**src/rtl/inst_encoder_loader_pkg.sv**
```systemverilog
// Shared encoder definitions: command enumeration, MIPS opcode/funct
// constants and field-packing helpers used by the instruction loader.
package inst_encoder_loader_pkg;

    typedef enum logic [3:0] {
        CMD_ADD  = 4'd0,
        CMD_SUB  = 4'd1,
        CMD_AND  = 4'd2,
        CMD_OR   = 4'd3,
        CMD_XOR  = 4'd4,
        CMD_SLT  = 4'd5,
        CMD_SLTU = 4'd6,
        CMD_ADDI = 4'd7,
        CMD_ANDI = 4'd8,
        CMD_ORI  = 4'd9,
        CMD_XORI = 4'd10,
        CMD_SLTI = 4'd11,
        CMD_J    = 4'd12
    } cmd_e;

    localparam logic [5:0] OP_RTYPE = 6'b000000;
    localparam logic [5:0] OP_J     = 6'b000010;
    localparam logic [5:0] OP_ADDI  = 6'b001000;
    localparam logic [5:0] OP_ANDI  = 6'b001100;
    localparam logic [5:0] OP_ORI   = 6'b001101;
    localparam logic [5:0] OP_XORI  = 6'b001110;
    localparam logic [5:0] OP_SLTI  = 6'b001010;

    localparam logic [5:0] FN_ADD  = 6'b100000;
    localparam logic [5:0] FN_SUB  = 6'b100010;
    localparam logic [5:0] FN_AND  = 6'b100100;
    localparam logic [5:0] FN_OR   = 6'b100101;
    localparam logic [5:0] FN_XOR  = 6'b100110;
    localparam logic [5:0] FN_SLT  = 6'b101010;
    localparam logic [5:0] FN_SLTU = 6'b101011;

    function automatic logic [31:0] enc_r(
        input logic [4:0] rs,
        input logic [4:0] rt,
        input logic [4:0] rd,
        input logic [5:0] funct
    );
        return {OP_RTYPE, rs, rt, rd, 5'b00000, funct};
    endfunction

    function automatic logic [31:0] enc_i(
        input logic [5:0]  op,
        input logic [4:0]  rs,
        input logic [4:0]  rt,
        input logic [15:0] imm
    );
        return {op, rs, rt, imm};
    endfunction

endpackage

```
**src/rtl/inst_encoder_loader_pack.sv**
```systemverilog
// Combinational command-to-word encoder; flags commands outside the
// defined enumeration as illegal.
module inst_pack
    import inst_encoder_loader_pkg::*;
(
    input  logic [3:0]  cmd,
    input  logic [4:0]  rs,
    input  logic [4:0]  rt,
    input  logic [4:0]  rd,
    input  logic [15:0] imm,
    input  logic [25:0] target,
    output logic [31:0] word,
    output logic        legal
);

    always_comb begin
        word  = 32'h0;
        legal = 1'b1;
        unique case (cmd)
            CMD_ADD:  word = enc_r(rs, rt, rd, FN_ADD);
            CMD_SUB:  word = enc_r(rs, rt, rd, FN_SUB);
            CMD_AND:  word = enc_r(rs, rt, rd, FN_AND);
            CMD_OR:   word = enc_r(rs, rt, rd, FN_OR);
            CMD_XOR:  word = enc_r(rs, rt, rd, FN_XOR);
            CMD_SLT:  word = enc_r(rs, rt, rd, FN_SLT);
            CMD_SLTU: word = enc_r(rs, rt, rd, FN_SLTU);
            CMD_ADDI: word = enc_i(OP_ADDI, rs, rt, imm);
            CMD_ANDI: word = enc_i(OP_ANDI, rs, rt, imm);
            CMD_ORI:  word = enc_i(OP_ORI, rs, rt, imm);
            CMD_XORI: word = enc_i(OP_XORI, rs, rt, imm);
            CMD_SLTI: word = enc_i(OP_SLTI, rs, rt, imm);
            CMD_J:    word = {OP_J, target};
            default:  legal = 1'b0;
        endcase
    end

endmodule

```
**src/rtl/inst_encoder_loader.sv**
```systemverilog
// Session-based loader: accepts symbolic commands and writes encoded
// MIPS words sequentially into instruction memory from address 0.
module inst_encoder_loader
    import inst_encoder_loader_pkg::*;
#(
    parameter int DEPTH = 256,
    parameter int AW    = 8
) (
    input  logic          clk_i,
    input  logic          rst_n_i,
    input  logic          start_i,
    input  logic          req_valid_i,
    output logic          req_ready,
    input  logic [3:0]    cmd_i,
    input  logic [4:0]    rs_i,
    input  logic [4:0]    rt_i,
    input  logic [4:0]    rd_i,
    input  logic [15:0]   imm_i,
    input  logic [25:0]   target_i,
    input  logic          last_i,
    output logic          imem_we,
    output logic [AW-1:0] imem_addr,
    output logic [31:0]   imem_wdata,
    output logic [AW:0]   count,
    output logic          done,
    output logic          err_illegal,
    output logic          err_full
);

    localparam logic [1:0] S_IDLE  = 2'd0;
    localparam logic [1:0] S_LOAD  = 2'd1;
    localparam logic [1:0] S_DRAIN = 2'd2;
    localparam logic [1:0] S_DONE  = 2'd3;

    logic [1:0]    state;
    logic [31:0]   word;
    logic          legal;
    logic [AW+1:0] occ;
    logic          at_cap;
    logic          accept;

    inst_pack u_pack (
        .cmd    (cmd_i),
        .rs     (rs_i),
        .rt     (rt_i),
        .rd     (rd_i),
        .imm    (imm_i),
        .target (target_i),
        .word   (word),
        .legal  (legal)
    );

    // A registered write not yet reflected in count still occupies a slot.
    assign occ       = {1'b0, count} + {{(AW+1){1'b0}}, imem_we};
    assign at_cap    = occ >= (AW+2)'(DEPTH);
    assign req_ready = (state == S_LOAD) && !at_cap;
    assign accept    = req_valid_i && req_ready;
    assign done      = (state == S_DONE);

    always_ff @(posedge clk_i or negedge rst_n_i) begin
        if (!rst_n_i) begin
            state       <= S_IDLE;
            imem_we     <= 1'b0;
            imem_addr   <= '0;
            imem_wdata  <= 32'h0;
            count       <= '0;
            err_illegal <= 1'b0;
            err_full    <= 1'b0;
        end else begin
            imem_we <= 1'b0;
            if (imem_we) count <= count + 1'b1;
            case (state)
                S_IDLE, S_DONE: begin
                    if (start_i) begin
                        state       <= S_LOAD;
                        count       <= '0;
                        err_illegal <= 1'b0;
                        err_full    <= 1'b0;
                    end
                end
                S_LOAD: begin
                    if (req_valid_i && at_cap) err_full <= 1'b1;
                    if (accept) begin
                        if (legal) begin
                            imem_we    <= 1'b1;
                            imem_addr  <= occ[AW-1:0];
                            imem_wdata <= word;
                        end else begin
                            err_illegal <= 1'b1;
                        end
                        if (last_i) state <= S_DRAIN;
                    end
                end
                S_DRAIN: state <= S_DONE;
                default: state <= S_IDLE;
            endcase
        end
    end

endmodule

```
**config.mk**
```make
export PLATFORM = sky130hd
export DESIGN_NAME = inst_encoder_loader
export DESIGN_NICKNAME = d
export VERILOG_FILES = /design/src/rtl/inst_encoder_loader_pkg.sv /design/src/rtl/inst_encoder_loader_pack.sv /design/src/rtl/inst_encoder_loader.sv
export SDC_FILE = /design/constraint.sdc
export NUM_CORES = 1
export LEC_CHECK = 0
export ABC_AREA = 1
export CAP_MARGIN = 20
export CORE_MARGIN = 4
export CORE_UTILIZATION = 51
export DETAILED_ROUTE_END_ITERATION = 10
export DONT_BUFFER_PORTS = 1
export GPL_TIMING_DRIVEN = 0
export HOLD_SLACK_MARGIN = 0.03
export PLACE_DENSITY = 0.66
export SLEW_MARGIN = 10
export SYNTH_ARGS = -nofsm -noshare
export SYNTH_HDL_FRONTEND = slang
export SYNTH_SLANG_ARGS = --single-unit
```
**constraint.sdc**
```tcl
create_clock -name clk_i -period 4.37 [get_ports clk_i]
set_input_delay 0.2185 -clock clk_i [delete_from_list [all_inputs] [get_ports clk_i]]
set_output_delay 0.2185 -clock clk_i [all_outputs]
set_load 0.01 [all_outputs]
```
==> flow_metrics.env, run 1 <==
export IMPL_hp_start="cmd_i[1]"
export IMPL_avgSynthCellArea_um2=7.802
export IMPL_dr_pass1_iters=4
export IMPL_dp_final_hpwl_um=5236
export IMPL_grt_use_total=0.2017
export IMPL_gp_congestion=0.7859
export IMPL_clockBufferDepth=2
export IMPL_ios=120
export IMPL_grt_pass1_vias=2237
export IMPL_nets=448
export IMPL_finalSetupTns_ns=0
export IMPL_viasPerCell=5.397
export IMPL_p_sw_uw=639.3
export IMPL_multi_input_area_um2=1328
export IMPL_whs_path_depth=3
export IMPL_ir_worst_vdd_mv=0.2401
export IMPL_p_leak_nw=1.673
export IMPL_area_delta_synth_final_pct=8.436
export IMPL_antenna_found_initial=0
export IMPL_r2r_slack_ns=2.27
export IMPL_ys_warnings_count=0
export IMPL_port_buffers=0
export IMPL_coreArea_um2=5270
export IMPL_cts_tree="built"
export IMPL_r2r_cells=13
export IMPL_grt_pass1_wl_um=10680
export IMPL_fmax_ghz=0.4658
export IMPL_hold_viol_final=0
export IMPL_setup_viol=0
export IMPL_required_ns=4.15
export IMPL_htree_num_levels=2
export IMPL_overflow=0
export IMPL_p_comb_frac=0.281
export IMPL_status="complete, no violations"
export IMPL_post_cts_buffers=0
export IMPL_startpoint_type="register"
export IMPL_ys_seq_elements=52
export IMPL_worstReg2RegEnd="imem_wdata[28]$_DFFE_PN0P_"
export IMPL_seqPwrFrac=0.514
export IMPL_numCtsBuffers=5
export IMPL_synth_area_um2=2848
export IMPL_grt_max_degree=53
export IMPL_regArea_um2=1301
export IMPL_wl_per_cell_um=15.27
export IMPL_clock_sinks=52
export IMPL_clkPwrFrac=0.205
export IMPL_power_density_nw_per_um2=522.8
export IMPL_die_y_um=82.73
export IMPL_vias=2407
export IMPL_cp_end_kind="primary output"
export IMPL_drive_gt1_frac=0.08511
export IMPL_clock_latency_ns=0.30
export IMPL_die_width_um=82.73
export IMPL_initial_utilization=0.5404
export IMPL_dr_first_iter_drc_count=62
export IMPL_worstReg2RegStart="imem_we$_DFF_PN0_"
export IMPL_yosysUniqueCellTypes=32
export IMPL_drv_slew=0
export IMPL_crit_type="register to primary output"
export IMPL_hold_path_class="primary input to register"
export IMPL_syn_inst=365
export IMPL_power_total_mw=1.614
export IMPL_finClkSkew_ns=0.01056
export IMPL_internal_power_uw=975.0
export IMPL_min_to="imem_wdata[26]$_DFFE_PN0P_"
export IMPL_antennaDiodeCount=0
export IMPL_clkTransAtPathRegs_ns=0.10
export IMPL_worstPathArrival_ns=1.93
export IMPL_yosysSeqAreaShare=0.4569
export IMPL_period_minus_slack_ns=2.147
export IMPL_rsz0062_at_grt="false"
export IMPL_rows=26
export IMPL_critPathLaunch="imem_we$_DFF_PN0_"
export IMPL_cap_violations=0
export IMPL_ant_nets=0
export IMPL_drt_total_wl_um=6809
export IMPL_switching_share=0.3960
export IMPL_clock_root_buffer="clkbuf_8"
export IMPL_nFillCells=515
export IMPL_layout_worst_path_cycle_share=0.4913
export IMPL_drc=0
export IMPL_die_area_um2=6843
export IMPL_cp_max_fo=6
worst max-delay path, cell delays in order, from the launching register on:
cell and delay (ns):
dfrtp_1 0.51, ha_1 0.22, ha_1 0.19, inv_1 0.08, nor2_4 0.16, nand3_1 0.09, nand2_1 0.10, nand2_1 0.07
nor2_1 0.20
worst max-delay path by stage:
stage                                      end  slack [ns]  depth (start not counted)
finish                               req_ready        2.22                          8
global route                         req_ready        2.04                          8
CTS                                  req_ready        2.22                          8
detailed placement  imem_wdata[23]$_DFFE_PN0P_        2.29                         13
global placement    imem_wdata[26]$_DFFE_PN0P_        2.32                         13
floorplan             imem_addr[5]$_DFFE_PN0P_        2.55                         14
final cells by class:
cell class / count / share of cell area
clock inverter: 3 / 0.01378
sequential: 52 / 0.4214
tap: 70 / 0.02836
multi-input combinational: 266 / 0.4299
timing repair buffer: 2 / 0.01216
buffer: 18 / 0.03566
inverter: 30 / 0.03647
clock buffer: 5 / 0.02229
Yosys cell counts:
master,n,share of area
nor2_2,1,0.0022
buf_4,3,0.0079
a21oi_1,9,0.016
o211ai_1,1,0.0026
buf_1,1,0.0013
inv_2,2,0.0026
o21ai_2,1,0.0031
buf_6,3,0.012
nand2_1,135,0.18
nor2_1,12,0.016
nand2_2,2,0.0044
nand4_1,3,0.0066
xor2_1,6,0.018
inv_1,28,0.037
and3_1,1,0.0022
a22o_1,16,0.049
buf_2,7,0.012
dfrtp_1,52,0.46
nand3_1,52,0.091
or2_2,1,0.0022
nor3_1,2,0.0035
o21ai_0,6,0.011
conb_1,1,0.0013
ha_1,7,0.031
xnor2_1,1,0.0031
a31oi_1,1,0.0022
nand3_2,1,0.0035
o22ai_1,1,0.0022
nor2_4,2,0.0079
nand3b_1,2,0.0053
a211oi_1,1,0.0026
clkbuf_1,4,0.0053
power by group through the flow:
| stage | registers (mW) | clock network [mW] | logic [mW] |
|---|---|---|---|
| 3_5_place_dp | 0.841 | 0 | 0.447 |
| 6_report | 0.830 | 0.331 | 0.453 |
| 2_1_floorplan | 0.801 | 0 | 0.362 |
| 5_1_grt | 0.856 | 0.360 | 0.543 |
| 4_1_cts | 0.835 | 0.336 | 0.461 |
| 3_3_place_gp | 0.842 | 0 | 0.431 |
cells in the final DEF, fill, tap and decap left out, types with 7 or more instances in the layout:
master and n:
nand3_1 52, buf_2 7, nand2_1 135, ha_1 7, dfrtp_1 52, inv_1 28
a21oi_1 9, a22o_1 16, nor2_1 12
metal layers:
layer,share of wire,GRT usage,vias to the layer above
li1,-,-,1196
met1,0.42,0.2784,1107
met2,0.46,0.3061,94
met3,0.11,0.06833,10
met4,0.012,0.04739,0
met5,0,0,-
flip-flops by register name, summed over array words and instances, names as in the netlist:
signal / count
imem_wdata: 30
count: 9
imem_addr: 8
state: 2
err_full: 1
err_illegal: 1
imem_we: 1
what timing repair did:
item	4_1_cts	5_1_grt
hold buffers	2	0
endpoints found under the setup margin	0	0
hold endpoints to repair	52	0
gates resized for setup	0	0
logic make-up (layout without fill, tap and decap cells):
| family | count (synthesis) | in the layout | synth area share |
|---|---|---|---|
| xor gates and xnor gates | 7 | 7 | 0.02153 |
| buffers and inverters | 48 | 58 | 0.07820 |
| adders and majority gates | 7 | 7 | 0.03075 |
| AOI/OAI and AO/OA | 36 | 36 | 0.08832 |
| other | 1 | 2 | 0.001317 |
| and+or+nand+nor | 214 | 214 | 0.3229 |
| DFF | 52 | 52 | 0.4569 |
through the flow:
step	worst slack [ns]	cells	util	instance area, um^2	hold WS, ns
after floorplan	2.545	366	-	2851	-0.07709
after global routing	2.041	446	0.5859	3088	0.1131
after CTS	2.223	446	0.5859	3088	0.09044
final	2.223	446	0.5859	3088	0.09438
after global placement	2.316	436	0.5577	2939	-0.07582
after detailed placement	2.292	436	0.5577	2939	-0.07586
(Power assumes the default switching activity.)
==> inputs of run 2 (changes only) <==
ABC_AREA = 0   (was 1)
clock period = 2.2 ns   (was 4.37 ns; I/O delays follow)
==> run 2 against run 1 <==
Net effect: sequential share of layout area is 6.5 points lower; clock power up 110%; critical endpoint is now imem_wdata[29]$_DFFE_PN0P_; sequential cell count unchanged; highest routed layer unchanged; wire length is 16% higher; final cell count shrank 1.6%; first-iteration DRC count rose by 69%; non-clock buffer count increased by 46; combinational power increased by 130%; setup slack worse by 2.1 ns; clock-buffer cell count up 1; worst hold slack worse by 0.061 ns; synthesized area rose by 3.5%.
==> flow_metrics.env, run 2 <==
export IMPL_synth_most_common_cell="nand2_1"
export IMPL_mostFrequentLayoutCell="nand2_1"
export IMPL_cp_max_fo=10
export IMPL_grtUsageMet1=0.2934
export IMPL_fmax_ghz=0.4766
export IMPL_largest_reg_flops=30
export IMPL_htree_num_levels=2
export IMPL_hold_viol_final=0
export IMPL_yosysSeqAreaShare=0.4414
export IMPL_setup_viol=0
export IMPL_drt_total_wl_um=7914
export IMPL_synth_top_cells_by_count="61 x nand2_1, 52 x dfrtp_1, 24 x o21ai_2"
export IMPL_ant_nets=0
export IMPL_post_cts_buffers=0
export IMPL_numCtsBuffers=5
export IMPL_p_leak_nw=1.587
export IMPL_seqPwrFrac=0.502
export IMPL_synth_area_leader_cell="dfrtp_1"
export IMPL_synthFlopType="dfrtp_1"
export IMPL_wl_per_cell_um=18.03
export IMPL_nFillCells=459
export IMPL_die_width_um=84.03
export IMPL_overflow=0
export IMPL_clkTransAtPathRegs_ns=0.09
export IMPL_dr_first_iter_drc_count=105
export IMPL_worst_pin_slew_ns=0.6295
export IMPL_regArea_um2=1304
export IMPL_area_delta_synth_final_pct=24.11
export IMPL_pre_cts_slack_ns=-0.05693
export IMPL_rows=27
export IMPL_port_buffers=0
export IMPL_synth_area_top_cells="dfrtp_1 44%, nand2_1 7.8%, o21ai_2 7.1%"
export IMPL_met2_usage=0.3788
export IMPL_synthArstFlopShare=1.000
export IMPL_setup_ws_ns=0.1017
export IMPL_avgSynthCellArea_um2=9.388
export IMPL_grt_use_total=0.2305
export IMPL_rsz0062_at_grt="false"
export IMPL_initial_utilization=0.5321
export IMPL_die_y_um=84.03
export IMPL_multi_input_area_um2=1490
export IMPL_gp_congestion=0.8430
export IMPL_startpoint_type="register"
export IMPL_layout_worst_path_cycle_share=0.9538
export IMPL_hold_slack_ns=0.03294
export IMPL_use_met3=0.06614
export IMPL_period_minus_slack_ns=2.098
export IMPL_drive_gt1_frac=0.1580
export IMPL_slew_headroom=0.5695
export IMPL_ios=120
export IMPL_cp_cell_sequence="ha_4 -> ha_4 -> and3_1 -> a21o_1 -> a211o_1 -> buf_8 -> mux2_4"
export IMPL_worstPathArrival_ns=2.29
export IMPL_coreArea_um2=5540
export IMPL_yosysUniqueCellTypes=46
export IMPL_power_density_nw_per_um2=941.2
export IMPL_power_total_mw=3.443
export IMPL_clockBufferDepth=2
export IMPL_ir_worst_vdd_mv=0.5250
export IMPL_dp_final_hpwl_um=5181
export IMPL_grt_pass1_vias=2629
export IMPL_cp_end_kind="register"
export IMPL_hold_path_class="primary input to register"
export IMPL_antenna_found_initial=0
export IMPL_reg_top3="imem_wdata (30), count (9), imem_addr (8)"
export IMPL_required_ns=2.40
export IMPL_clkPwrFrac=0.201
export IMPL_die_area_um2=7060
export IMPL_finClkSkew_ns=0.003186
export IMPL_ys_warnings_count=0
export IMPL_utilization=0.6603
export IMPL_dr_pass1_iters=4
export IMPL_synth_edf_count=0
export IMPL_syn_inst=314
export IMPL_crit_type="register to register"
export IMPL_clock_latency_ns=0.30
export IMPL_slowest_delay_ns=0.49
export IMPL_mostFrequentLayoutCells="61 x nand2_1, 50 x dfrtp_1, 43 x dlygate4sd3_1"
export IMPL_crit_top_cell="ha_4"
export IMPL_nets=439
export IMPL_internal_power_mw=2.151
export IMPL_grt_max_degree=53
export IMPL_top_register="imem_wdata"
export IMPL_switching_share=0.3753
export IMPL_ys_seq_elements=52
export IMPL_drc=0
export IMPL_p_sw_mw=1.292
export IMPL_antennaDiodeCount=0
export IMPL_drv_slew=0
export IMPL_grt_pass1_wl_um=13240
export IMPL_vias=2498
export IMPL_cts_tree="built"
export IMPL_p_comb_frac=0.296
export IMPL_synth_area_um2=2948
export IMPL_netlist_area_leader_share=0.4414
export IMPL_clock_sinks=52
export IMPL_cap_violations=0
export IMPL_viasPerCell=5.690
export IMPL_status="complete, no violations"
export IMPL_top_usage_layer="met2"
export IMPL_clock_root_buffer="clkbuf_8"
export IMPL_slowest_stage="dfrtp_2"
-- run 2: cell families (layout without fill, tap and decap cells) --
family | count (synthesis) | in the layout | synth area share
buf+inv | 30 | 82 | 0.06452
mux | 6 | 6 | 0.02547
compound gates | 94 | 94 | 0.2262
xor+xnor | 11 | 11 | 0.03268
flops | 52 | 52 | 0.4414
fa+ha+maj | 7 | 7 | 0.02971
simple gates | 113 | 113 | 0.1787
other cells | 1 | 2 | 0.001272
-- run 2: path summary, 6_finish.rpt --
| kind | slack (ns) | end | from | depth (start not counted) |
|---|---|---|---|---|
| max in group asynchronous | 1.64 | imem_we$_DFF_PN0_ | rst_n_i | 2 |
| setup / recovery | 0.10 | imem_wdata[29]$_DFFE_PN0P_ | imem_we$_DFF_PN0_ | 7 |
| setup reg to reg | 0.10 | imem_wdata[29]$_DFFE_PN0P_ | imem_we$_DFF_PN0_ | 7 |
| hold / removal | 0.03 | imem_wdata[14]$_DFFE_PN0P_ | rd_i[3] | 2 |
| hold reg to reg | 0.55 | imem_wdata[12]$_DFFE_PN0P_ | imem_wdata[12]$_DFFE_PN0P_ | 2 |
| min in group asynchronous | 0.31 | imem_wdata[5]$_DFFE_PN0P_ | rst_n_i | 2 |
-- run 2: through the flow --
step           instances  instance area, um^2  setup TNS [ns]
3_5_place_dp         387                 3042          -1.421
2_1_floorplan        315                 2952               0
5_1_grt              439                 3659               0
3_3_place_gp         387                 3042          -1.096
4_1_cts              439                 3631               0
6_report             439                 3659               0
-- run 2: final cells by class --
| cell class | instances | area share |
|---|---|---|
| tap | 72 | 0.02462 |
| clock buffer | 6 | 0.02257 |
| multi-input combinational | 233 | 0.4073 |
| timing repair buffer | 44 | 0.1252 |
| buffer | 22 | 0.04514 |
| sequential | 52 | 0.3564 |
| inverter | 8 | 0.008208 |
| clock inverter | 2 | 0.01060 |
-- run 2: what timing repair did --
action | in CTS | in global routing
hold endpoints to repair | 77 | 0
resized for setup | 4 | 6
endpoints found under the setup margin | 39 | 39
pin swaps | 0 | 2
hold buffers | 44 | 0
-- run 2: worst max-delay path, delay by kind of cell, from the launching register on --
kind / cells / cell delay, ns
multiplexers: 1 / 0.29
flip-flops: 1 / 0.49
AND/OR/NAND/NOR: 1 / 0.19
buffers and inverters: 1 / 0.17
adder cells (fa/ha/maj): 2 / 0.36
AO/OA/AOI/OAI: 2 / 0.48
-- run 2: power groups by stage --
stage          Clock [mW]  Sequential (mW)  Combinational (mW)
6_report            0.692             1.73                1.02
5_1_grt             0.758             1.78                1.16
4_1_cts             0.707             1.73                1.01
3_5_place_dp            0             1.74               0.908
3_3_place_gp            0             1.74               0.883
2_1_floorplan           0             1.65               0.764
-- run 2: layer usage --
metal | part of all wire | vias to the layer above
met1 | 0.40 | 1189
li1 | - | 1201
met2 | 0.49 | 98
met3 | 0.090 | 10
met4 | 0.016 | 0
met5 | 0 | -
